`config.mk`:
```
export PLATFORM = sky130hd
export DESIGN_NAME = uart_tx_param
export DESIGN_NICKNAME = d
export VERILOG_FILES = /design/src/rtl/uart_pkg.sv /design/src/rtl/uart_baud_gen.sv /design/src/rtl/uart_tx_param.sv
export SDC_FILE = /design/constraint.sdc
export NUM_CORES = 1
export LEC_CHECK = 0
export CAP_MARGIN = 5
export CORE_MARGIN = 2
export CORE_UTILIZATION = 55
export DETAILED_ROUTE_END_ITERATION = 10
export PLACE_DENSITY = 0.83
export RECOVER_POWER = 100
export SYNTH_ARGS = -nofsm -noshare
export SYNTH_HDL_FRONTEND = slang
export SYNTH_SLANG_ARGS = --single-unit
```
`constraint.sdc`:
```
create_clock -name clk -period 3.1 [get_ports clk]
set_input_delay 0.31 -clock clk [delete_from_list [all_inputs] [get_ports clk]]
set_output_delay 0.31 -clock clk [all_outputs]
set_load 0.005 [all_outputs]
```
`src/rtl/uart_pkg.sv`:
```
// Shared definitions for the parameterised UART transmitter: FSM state
// encoding, parameter limits and counter sizing.
package uart_pkg;

  localparam int DATA_W_MIN       = 5;
  localparam int DATA_W_MAX       = 9;
  localparam int CLKS_PER_BIT_MIN = 2;
  localparam int STOP_BITS_MIN    = 1;
  localparam int STOP_BITS_MAX    = 2;

  // Wide enough to index DATA_W_MAX data bits or STOP_BITS_MAX stop bits.
  localparam int BIT_CNT_W = 4;

  typedef enum logic [2:0] {
    ST_IDLE   = 3'd0,
    ST_START  = 3'd1,
    ST_DATA   = 3'd2,
`ifdef UART_TX_PARITY_EN
    ST_PARITY = 3'd4,
`endif
    ST_STOP   = 3'd3
  } uart_state_e;

endpackage

```
`src/rtl/uart_baud_gen.sv`:
```
// Bit-period counter: counts 0..CLKS_PER_BIT-1 and wraps, with a sync clear
// and a one-cycle tick on the last count of each bit period.
module uart_baud_gen #(
  parameter int CLKS_PER_BIT = 16
) (
  input  logic i_clk,
  input  logic i_rst,
  input  logic i_clr,
  output logic o_tick
);

  localparam int CNT_W = (CLKS_PER_BIT > 1) ? $clog2(CLKS_PER_BIT) : 1;
  localparam logic [CNT_W-1:0] LAST_CNT = CNT_W'(CLKS_PER_BIT - 1);

  logic [CNT_W-1:0] r_cnt;

  always_ff @(posedge i_clk or posedge i_rst) begin
    if (i_rst) begin
      r_cnt <= '0;
    end else if (i_clr || (r_cnt == LAST_CNT)) begin
      r_cnt <= '0;
    end else begin
      r_cnt <= r_cnt + CNT_W'(1);
    end
  end

  assign o_tick = (r_cnt == LAST_CNT) && !i_clr;

endmodule

```
`src/rtl/uart_tx_param.sv`:
```
// Parameterised UART transmitter (start, DATA_W bits LSB first, optional
// parity, STOP_BITS stop bits). Parity is compiled in with UART_TX_PARITY_EN.
module uart_tx_param
  import uart_pkg::*;
#(
  parameter int DATA_W       = 8,
  parameter int CLKS_PER_BIT = 16,
  parameter int STOP_BITS    = 1,
  parameter int PARITY_ODD   = 0
) (
  input  logic              clk,
  input  logic              rst,
  input  logic [DATA_W-1:0] din,
  input  logic              valid,
  output logic              ready,
  output logic              tx,
  output logic              busy,
  output logic              done,
  output logic [2:0]        dbg_state
);

  if (DATA_W < DATA_W_MIN || DATA_W > DATA_W_MAX) begin : g_bad_data_w
    $error("uart_tx_param: DATA_W=%0d outside %0d..%0d", DATA_W, DATA_W_MIN, DATA_W_MAX);
  end
  if (CLKS_PER_BIT < CLKS_PER_BIT_MIN) begin : g_bad_clks
    $error("uart_tx_param: CLKS_PER_BIT=%0d below %0d", CLKS_PER_BIT, CLKS_PER_BIT_MIN);
  end
  if (STOP_BITS < STOP_BITS_MIN || STOP_BITS > STOP_BITS_MAX) begin : g_bad_stop
    $error("uart_tx_param: STOP_BITS=%0d must be 1 or 2", STOP_BITS);
  end
  if (PARITY_ODD != 0 && PARITY_ODD != 1) begin : g_bad_parity
    $error("uart_tx_param: PARITY_ODD=%0d must be 0 or 1", PARITY_ODD);
  end

  localparam logic [BIT_CNT_W-1:0] LAST_DATA = BIT_CNT_W'(DATA_W - 1);
  localparam logic [BIT_CNT_W-1:0] LAST_STOP = BIT_CNT_W'(STOP_BITS - 1);

  uart_state_e r_state, w_state_nxt;
  logic [DATA_W-1:0]    r_shift;
  logic [BIT_CNT_W-1:0] r_bit_cnt;
  logic w_tick, w_load, w_shift, w_bit_inc, w_bit_clr, w_baud_clr;

`ifdef UART_TX_PARITY_EN
  logic r_parity;

  always_ff @(posedge clk or posedge rst) begin
    if (rst) begin
      r_parity <= 1'b0;
    end else if (w_load) begin
      r_parity <= (^din) ^ (PARITY_ODD == 1);
    end
  end
`endif

  // Counter held in clear while idle, so every frame starts from count 0.
  assign w_baud_clr = (r_state == ST_IDLE);
  assign dbg_state  = r_state;

  uart_baud_gen #(.CLKS_PER_BIT(CLKS_PER_BIT)) u_baud (
    .i_clk  (clk),
    .i_rst  (rst),
    .i_clr  (w_baud_clr),
    .o_tick (w_tick)
  );

  always_ff @(posedge clk or posedge rst) begin
    if (rst) begin
      r_state <= ST_IDLE;
    end else begin
      r_state <= w_state_nxt;
    end
  end

  always_ff @(posedge clk or posedge rst) begin
    if (rst) begin
      r_shift   <= '0;
      r_bit_cnt <= '0;
    end else begin
      if (w_load) begin
        r_shift <= din;
      end else if (w_shift) begin
        r_shift <= {1'b0, r_shift[DATA_W-1:1]};
      end
      if (w_load || w_bit_clr) begin
        r_bit_cnt <= '0;
      end else if (w_bit_inc) begin
        r_bit_cnt <= r_bit_cnt + BIT_CNT_W'(1);
      end
    end
  end

  always_comb begin
    w_state_nxt = r_state;
    w_load      = 1'b0;
    w_shift     = 1'b0;
    w_bit_inc   = 1'b0;
    w_bit_clr   = 1'b0;
    tx          = 1'b1;
    ready       = 1'b0;
    busy        = 1'b1;
    done        = 1'b0;
    case (r_state)
      ST_IDLE: begin
        ready = 1'b1;
        busy  = 1'b0;
        if (valid) begin
          w_load      = 1'b1;
          w_state_nxt = ST_START;
        end
      end
      ST_START: begin
        tx = 1'b0;
        if (w_tick) w_state_nxt = ST_DATA;
      end
      ST_DATA: begin
        tx = r_shift[0];
        if (w_tick) begin
          w_shift = 1'b1;
          if (r_bit_cnt == LAST_DATA) begin
            w_bit_clr = 1'b1;
`ifdef UART_TX_PARITY_EN
            w_state_nxt = ST_PARITY;
`else
            w_state_nxt = ST_STOP;
`endif
          end else begin
            w_bit_inc = 1'b1;
          end
        end
      end
`ifdef UART_TX_PARITY_EN
      ST_PARITY: begin
        tx = r_parity;
        if (w_tick) w_state_nxt = ST_STOP;
      end
`endif
      ST_STOP: begin
        if (w_tick) begin
          if (r_bit_cnt == LAST_STOP) begin
            done        = 1'b1;
            w_bit_clr   = 1'b1;
            w_state_nxt = ST_IDLE;
          end else begin
            w_bit_inc = 1'b1;
          end
        end
      end
      default: w_state_nxt = ST_IDLE;
    endcase
  end

endmodule

```
Word level (Yosys, flattened, before mapping)

Index checks and enable logic that the tools add are counted.

Bits in registers: 19
Word-level logic and storage cells: 56
Bits of input ports: 11

Add/sub/neg operators: 2
Equal/unequal tests: 11
Muxes and demuxes: 30
Reduce and logical (&&, ||, !) cells: 9

Operators by type and width:

| kind                  | number |
|---|---|
| $mux W3               | 6 |
| $mux W8               | 2 |
| $mux W1               | 15 |
| $mux W4               | 3 |
| $pmux W3 S4           | 1 |
| $add A4 B1 Y4 const B | 2 |
| $eq A3 B2 Y1 const B  | 2 |
| $ne A2 B1 Y1 const B  | 3 |
| $ne A2 B2 Y1 const B  | 3 |
| $pmux W1 S2           | 3 |
| $reduce_and A6 Y1     | 1 |
| $eq A4 B3 Y1 const B  | 1 |
| $eq A4 B4 Y1 const B  | 1 |
| $logic_not A4 Y1      | 1 |
| $reduce_bool A2 Y1    | 2 |
| $eq A3 B1 Y1 const B  | 1 |
| $logic_not A3 Y1      | 1 |
| $logic_or A1 B1 Y1    | 2 |
| $logic_and A1 B1 Y1   | 1 |
| $logic_not A1 Y1      | 1 |

Logic depth before layout (Yosys ltp)

Word-level depth: 7
Depth in mapped cells: 7

Hierarchy

A second synthesis with hierarchy kept.

Cells, all modules: 113
Area, all modules: 1098.6 um^2

Modules (own cells, without submodules):

| module        | times used | cells each | area an instance (um^2) |
|---|---|---|---|
| uart_tx_param | 1          | 98         | 920.9 |
| uart_baud_gen | 1          | 15         | 177.7 |

Worst setup path before layout

No wires, ideal clock.

Path type: register -> register
From: register r_state[0] (netlist: dbg_state[0])
To: register r_state[1] (netlist: dbg_state[1])
Arrival time: 1.871 ns
Buffers on the path: 1
Library setup time: 0.125 ns
Path slack: 1.104 ns
Period minus slack after synthesis: 1.996 ns
Cell stages (with the launch flop): 8
Path through: dfrtp_1 -> inv_1 -> ha_1 -> buf_6 -> or4b_1 -> o311a_2 -> o21bai_4 -> mux2_4

Word-level cells in the longest chain between the ends: 5

RTL lines:

| element                            | line                                      | source |
|---|---|---|
| start: declaration                 | uart_tx_param.sv:38                       | `uart_state_e r_state, w_state_nxt;` |
| start signal: assignment           | uart_tx_param.sv:70                       | `r_state <= w_state_nxt;` |
| $logic_not A3 Y1                   | uart_tx_param.sv:56, uart_tx_param.sv:102 |  |
| $logic_not A1 Y1                   | uart_baud_gen.sv:27                       | `assign o_tick = (r_cnt == LAST_CNT) && !i_clr;` |
| $logic_and A1 B1 Y1                | uart_baud_gen.sv:27                       |  |
| $ne A2 B1 Y1 (no source line)      | --                                        |  |
| $reduce_and A6 Y1 (no source line) | --                                        |  |

Several ways; a longest one is shown, not always the timed one.
A chain may end at the register's enable or synchronous reset.

Worst setup path in the final report

From: register r_state[0] (netlist: dbg_state[0])
To: output port done

Word-level cells in the longest chain between the ends: 5

RTL lines:

| element             | line                 | source |
|---|---|---|
| $logic_not A3 Y1    | uart_tx_param.sv:56  | `assign w_baud_clr = (r_state == ST_IDLE);` |
| $logic_not A1 Y1    | uart_baud_gen.sv:27  |  |
| $logic_and A1 B1 Y1 | uart_baud_gen.sv:27  |  |
| $mux W1             | uart_tx_param.sv:138 | `if (w_tick) begin` |
| $mux W1 (*)         | uart_tx_param.sv:102 | `case (r_state)` |
| end: declaration    | uart_tx_param.sv:18  | `output logic done,` |

Mark *: on every way between the ends. The rest lies on a longest branch, timed or not.

==> run metrics <==
Post-route DRC=0; total gr overflow=0; Clock Pin Slew Worst Setup and Hold Paths=110 ps; fraction of the cycle the final worst path needs=77.7%; RSZ-0062 raised after global routing=no; H-tree level count=1; hold bufs inserted after CTS=0; fill count=139; standard-cell rows=15; Mapped Area=1060 um^2; number of optimization iterations in the first detailed-route pass=4; Avg Cell Area, Syn=9.77 um^2; routability congestion estimate from global placement=0.885; starting density of the core=59.7%; total inserted antenna cells=0; total number of clock tree sinks=18; Pins Over Slew Limit=0; TritonCTS clock tree=done; max-cap violation count=0; sequential element share of the synthesized area=42.3%; core area=1780 um^2; count of flip-flops with a built-in enable after synthesis=0; number of vias after detailed routing=863; ordered cell list for the critical path=inv_1 -> ha_1 -> nor4_1 -> dlygate4sd3_1; total negative slack for setup checks=0 ps; worst-case clock skew=9.63 ps; fraction of final layout cells sized beyond drive strength 1=6.45%; worst hold-check slack=496 ps; dominant combinational cell family by area after synthesis=compound AO/OA/AOI/OAI gates; Switching Fraction=20.6%; HPWL after detailed placement=1700 um; first-pass GRT wire length=3730 um; Final Instance Count excl. Fillers=149; main flop type after synthesis=sky130_fd_sc_hd__dfrtp_1; CP Class=flop to primary output; switching power total=82.3 uW; Max Root-Sink Buffers=2; Area Growth Syn to Fin=17.3%; worst stage delay on the critical path=600 ps; fraction of power consumed by combinational cells=4.5%; register share of total power=58.8%; Cell Int Power=317 uW; portion of synthesized cell area occupied by the leading cell type=42.3%; critical path capture point type=primary output; number of different library cells in the post-synthesis netlist=41; critical path startpoint category=flop; arrival time at the worst endpoint=2100 ps; number of global-route vias before repair=875; actual slew at the worst max-slew pin=651 ps; final-stage net count=143; most area-hungry cell type in the Yosys netlist=sky130_fd_sc_hd__dfrtp_1; Die X=48 um; post-synthesis compound-gate area fraction=19.4%; number of input and output port buffers inserted=16; Leakage=0.000601 uW; number of nets produced by synthesis=127; power density normalized to cell area=320 nW/um^2; mux contribution to synthesized area=5.17%; Max transition margin=56.6%; most instantiated cells after synthesis=sky130_fd_sc_hd__dfrtp_1, sky130_fd_sc_hd__inv_1, sky130_fd_sc_hd__nand2_1; most frequent cell after synthesis=sky130_fd_sc_hd__dfrtp_1; Final Critical Period=2410 ps; DRT iter0 DRCs=22; Post-Synth Adder-Cell Area=8.23%; library cell contributing the largest single delay on the critical path=sky130_fd_sc_hd__dlygate4sd3_1; number of nets still failing antenna checks after routing=0; detailed-route wire length per cell=14.7 um; total routed wirelength=2180 um; Buf+Inv Stages, Crit Path=2; final hold violations=0; synthesized instance count=109; Total Routing Usage GR=23.1%; biggest area contributors in the synthesized netlist=sky130_fd_sc_hd__dfrtp_1, sky130_fd_sc_hd__ha_1, sky130_fd_sc_hd__mux2i_1, sky130_fd_sc_hd__inv_1, sky130_fd_sc_hd__nand3_1; required arrival time at the worst endpoint=2790 ps; post-CTS repair timing setup buffer count=0; initial antenna violation count=0; total number of yosys warnings=0; number of gates given a new drive strength after cts=0; proportion of register bits with asynchronous set or reset after synthesis=100%; Max IR drop VDD=253 uV; post-synthesis share of cell area spent on and, or, nand and nor gates=17.3%; Synth Area in XOR/XNOR=0.823%; Die ar.=2300 um^2; die height=48 um; top achievable clock speed=0.415 GHz; worst hold-check path type=flop to flop; clock insertion delay at the later pin of the skew report=290 ps; root buffer cell=sky130_fd_sc_hd__clkbuf_4; kind of cell adding the most delay to the critical path=buffers and inverters; maximum fanout along the worst path=13; part of the power in the clock network=36.7%; Inserted Clock Buffers=3; synthesis-stage register bit count=18; run status=completed; ratio of routed vias to standard cells=5.79; Setup Viol. Count Final=0; placed cell count=145; number of top-level pins=18; pin count of the biggest net entering global routing=19
[cell type report]
| class | count | area (um^2) | area share (%) |
|---|---|---|---|
| Clock buffer | 4 | 36.3 | 2.91 |
| Inverter | 10 | 37.5 | 3.01 |
| Multi-Input combinational cell | 76 | 533 | 42.7 |
| Sequential cell | 18 | 450 | 36.1 |
| Tap cell | 25 | 31.3 | 2.51 |
| Timing Repair Buffer | 16 | 160 | 12.8 |
[power by group through the flow]
| stage | registers [uW] | logic (uW) | clock network (uW) |
|---|---|---|---|
| 2_1_floorplan | 239 | 4.76 | 0 |
| 3_3_place_gp | 239 | 18.4 | 0 |
| 3_5_place_dp | 239 | 18.6 | 0 |
| 4_1_cts | 235 | 18.6 | 152 |
| 5_1_grt | 235 | 20.2 | 160 |
| 6_report | 235 | 17.9 | 147 |
[metal layers]
metal	vias up	global-route usage [%]	wire length, um
met3	2	3.40	45
met2	13	39.7	1120
met4	0	7.57	15
met1	423	29.7	1000
li1	425	-	-
met5	-	0	0
[metrics by stage]
step / worst slack, ps / power (uW) / util (%) / area (um^2)
global route: 566 / 415 / 70.0 / 1250
CTS: 728 / 405 / 70.7 / 1260
detailed placement: 997 / 258 / 68.7 / 1220
floorplan: 1100 / 244 / - / 1060
global placement: 1110 / 258 / 68.7 / 1220
finish: 692 / 399 / 70.0 / 1250
[sequential cells by signal, summed over array words and instances, names as in the netlist]
register / count
r_shift: 8
u_baud.r_cnt: 4
dbg_state: 2
r_bit_cnt: 4
[path summary, 6_finish.rpt]
path | start | endpoint | slack [ps] | cells after the start
setup / recovery | dbg_state[0] | done | 690 | 4
hold / removal | u_baud.r_cnt[0] | u_baud.r_cnt[0] | 500 | 1
setup reg to reg | dbg_state[0] | r_shift[1] | 910 | 6
hold reg to reg | u_baud.r_cnt[0] | u_baud.r_cnt[0] | 500 | 1
max in group asynchronous | rst | u_baud.r_cnt[3] | 2150 | 2
min in group asynchronous | rst | r_shift[0] | 530 | 2
[cells in the final DEF, fill, tap and decap left out, types with 2 or more instances in the layout]
cell type | Yosys | routed
sky130_fd_sc_hd__mux2i_1 | 4 | 4
sky130_fd_sc_hd__dfrtp_1 | 18 | 18
sky130_fd_sc_hd__ha_1 | 7 | 7
sky130_fd_sc_hd__a31oi_1 | 2 | 2
sky130_fd_sc_hd__nor2_1 | 7 | 7
sky130_fd_sc_hd__nand3_1 | 7 | 7
sky130_fd_sc_hd__inv_1 | 10 | 10
sky130_fd_sc_hd__a32oi_1 | 3 | 3
sky130_fd_sc_hd__dlygate4sd3_1 | 0 | 7
sky130_fd_sc_hd__clkbuf_4 | 0 | 3
sky130_fd_sc_hd__o22ai_1 | 2 | 2
sky130_fd_sc_hd__clkdlybuf4s50_1 | 0 | 9
sky130_fd_sc_hd__o211ai_1 | 3 | 3
sky130_fd_sc_hd__and3_1 | 2 | 2
sky130_fd_sc_hd__o21ai_0 | 2 | 2
sky130_fd_sc_hd__nand2_1 | 9 | 9
sky130_fd_sc_hd__o31ai_1 | 2 | 2
sky130_fd_sc_hd__a21oi_1 | 4 | 4
[logic make-up (layout without fill, tap and decap cells)]
logic type,after synthesis,after routing
AOI/OAI and AO/OA,27,27
muxes,5,5
xor gates and xnor gates,1,1
and+or+nand+nor,35,35
DFF,18,18
buffers and inverters,15,30
other,1,1
adders and majority gates,7,7
(Power assumes the default switching activity.)
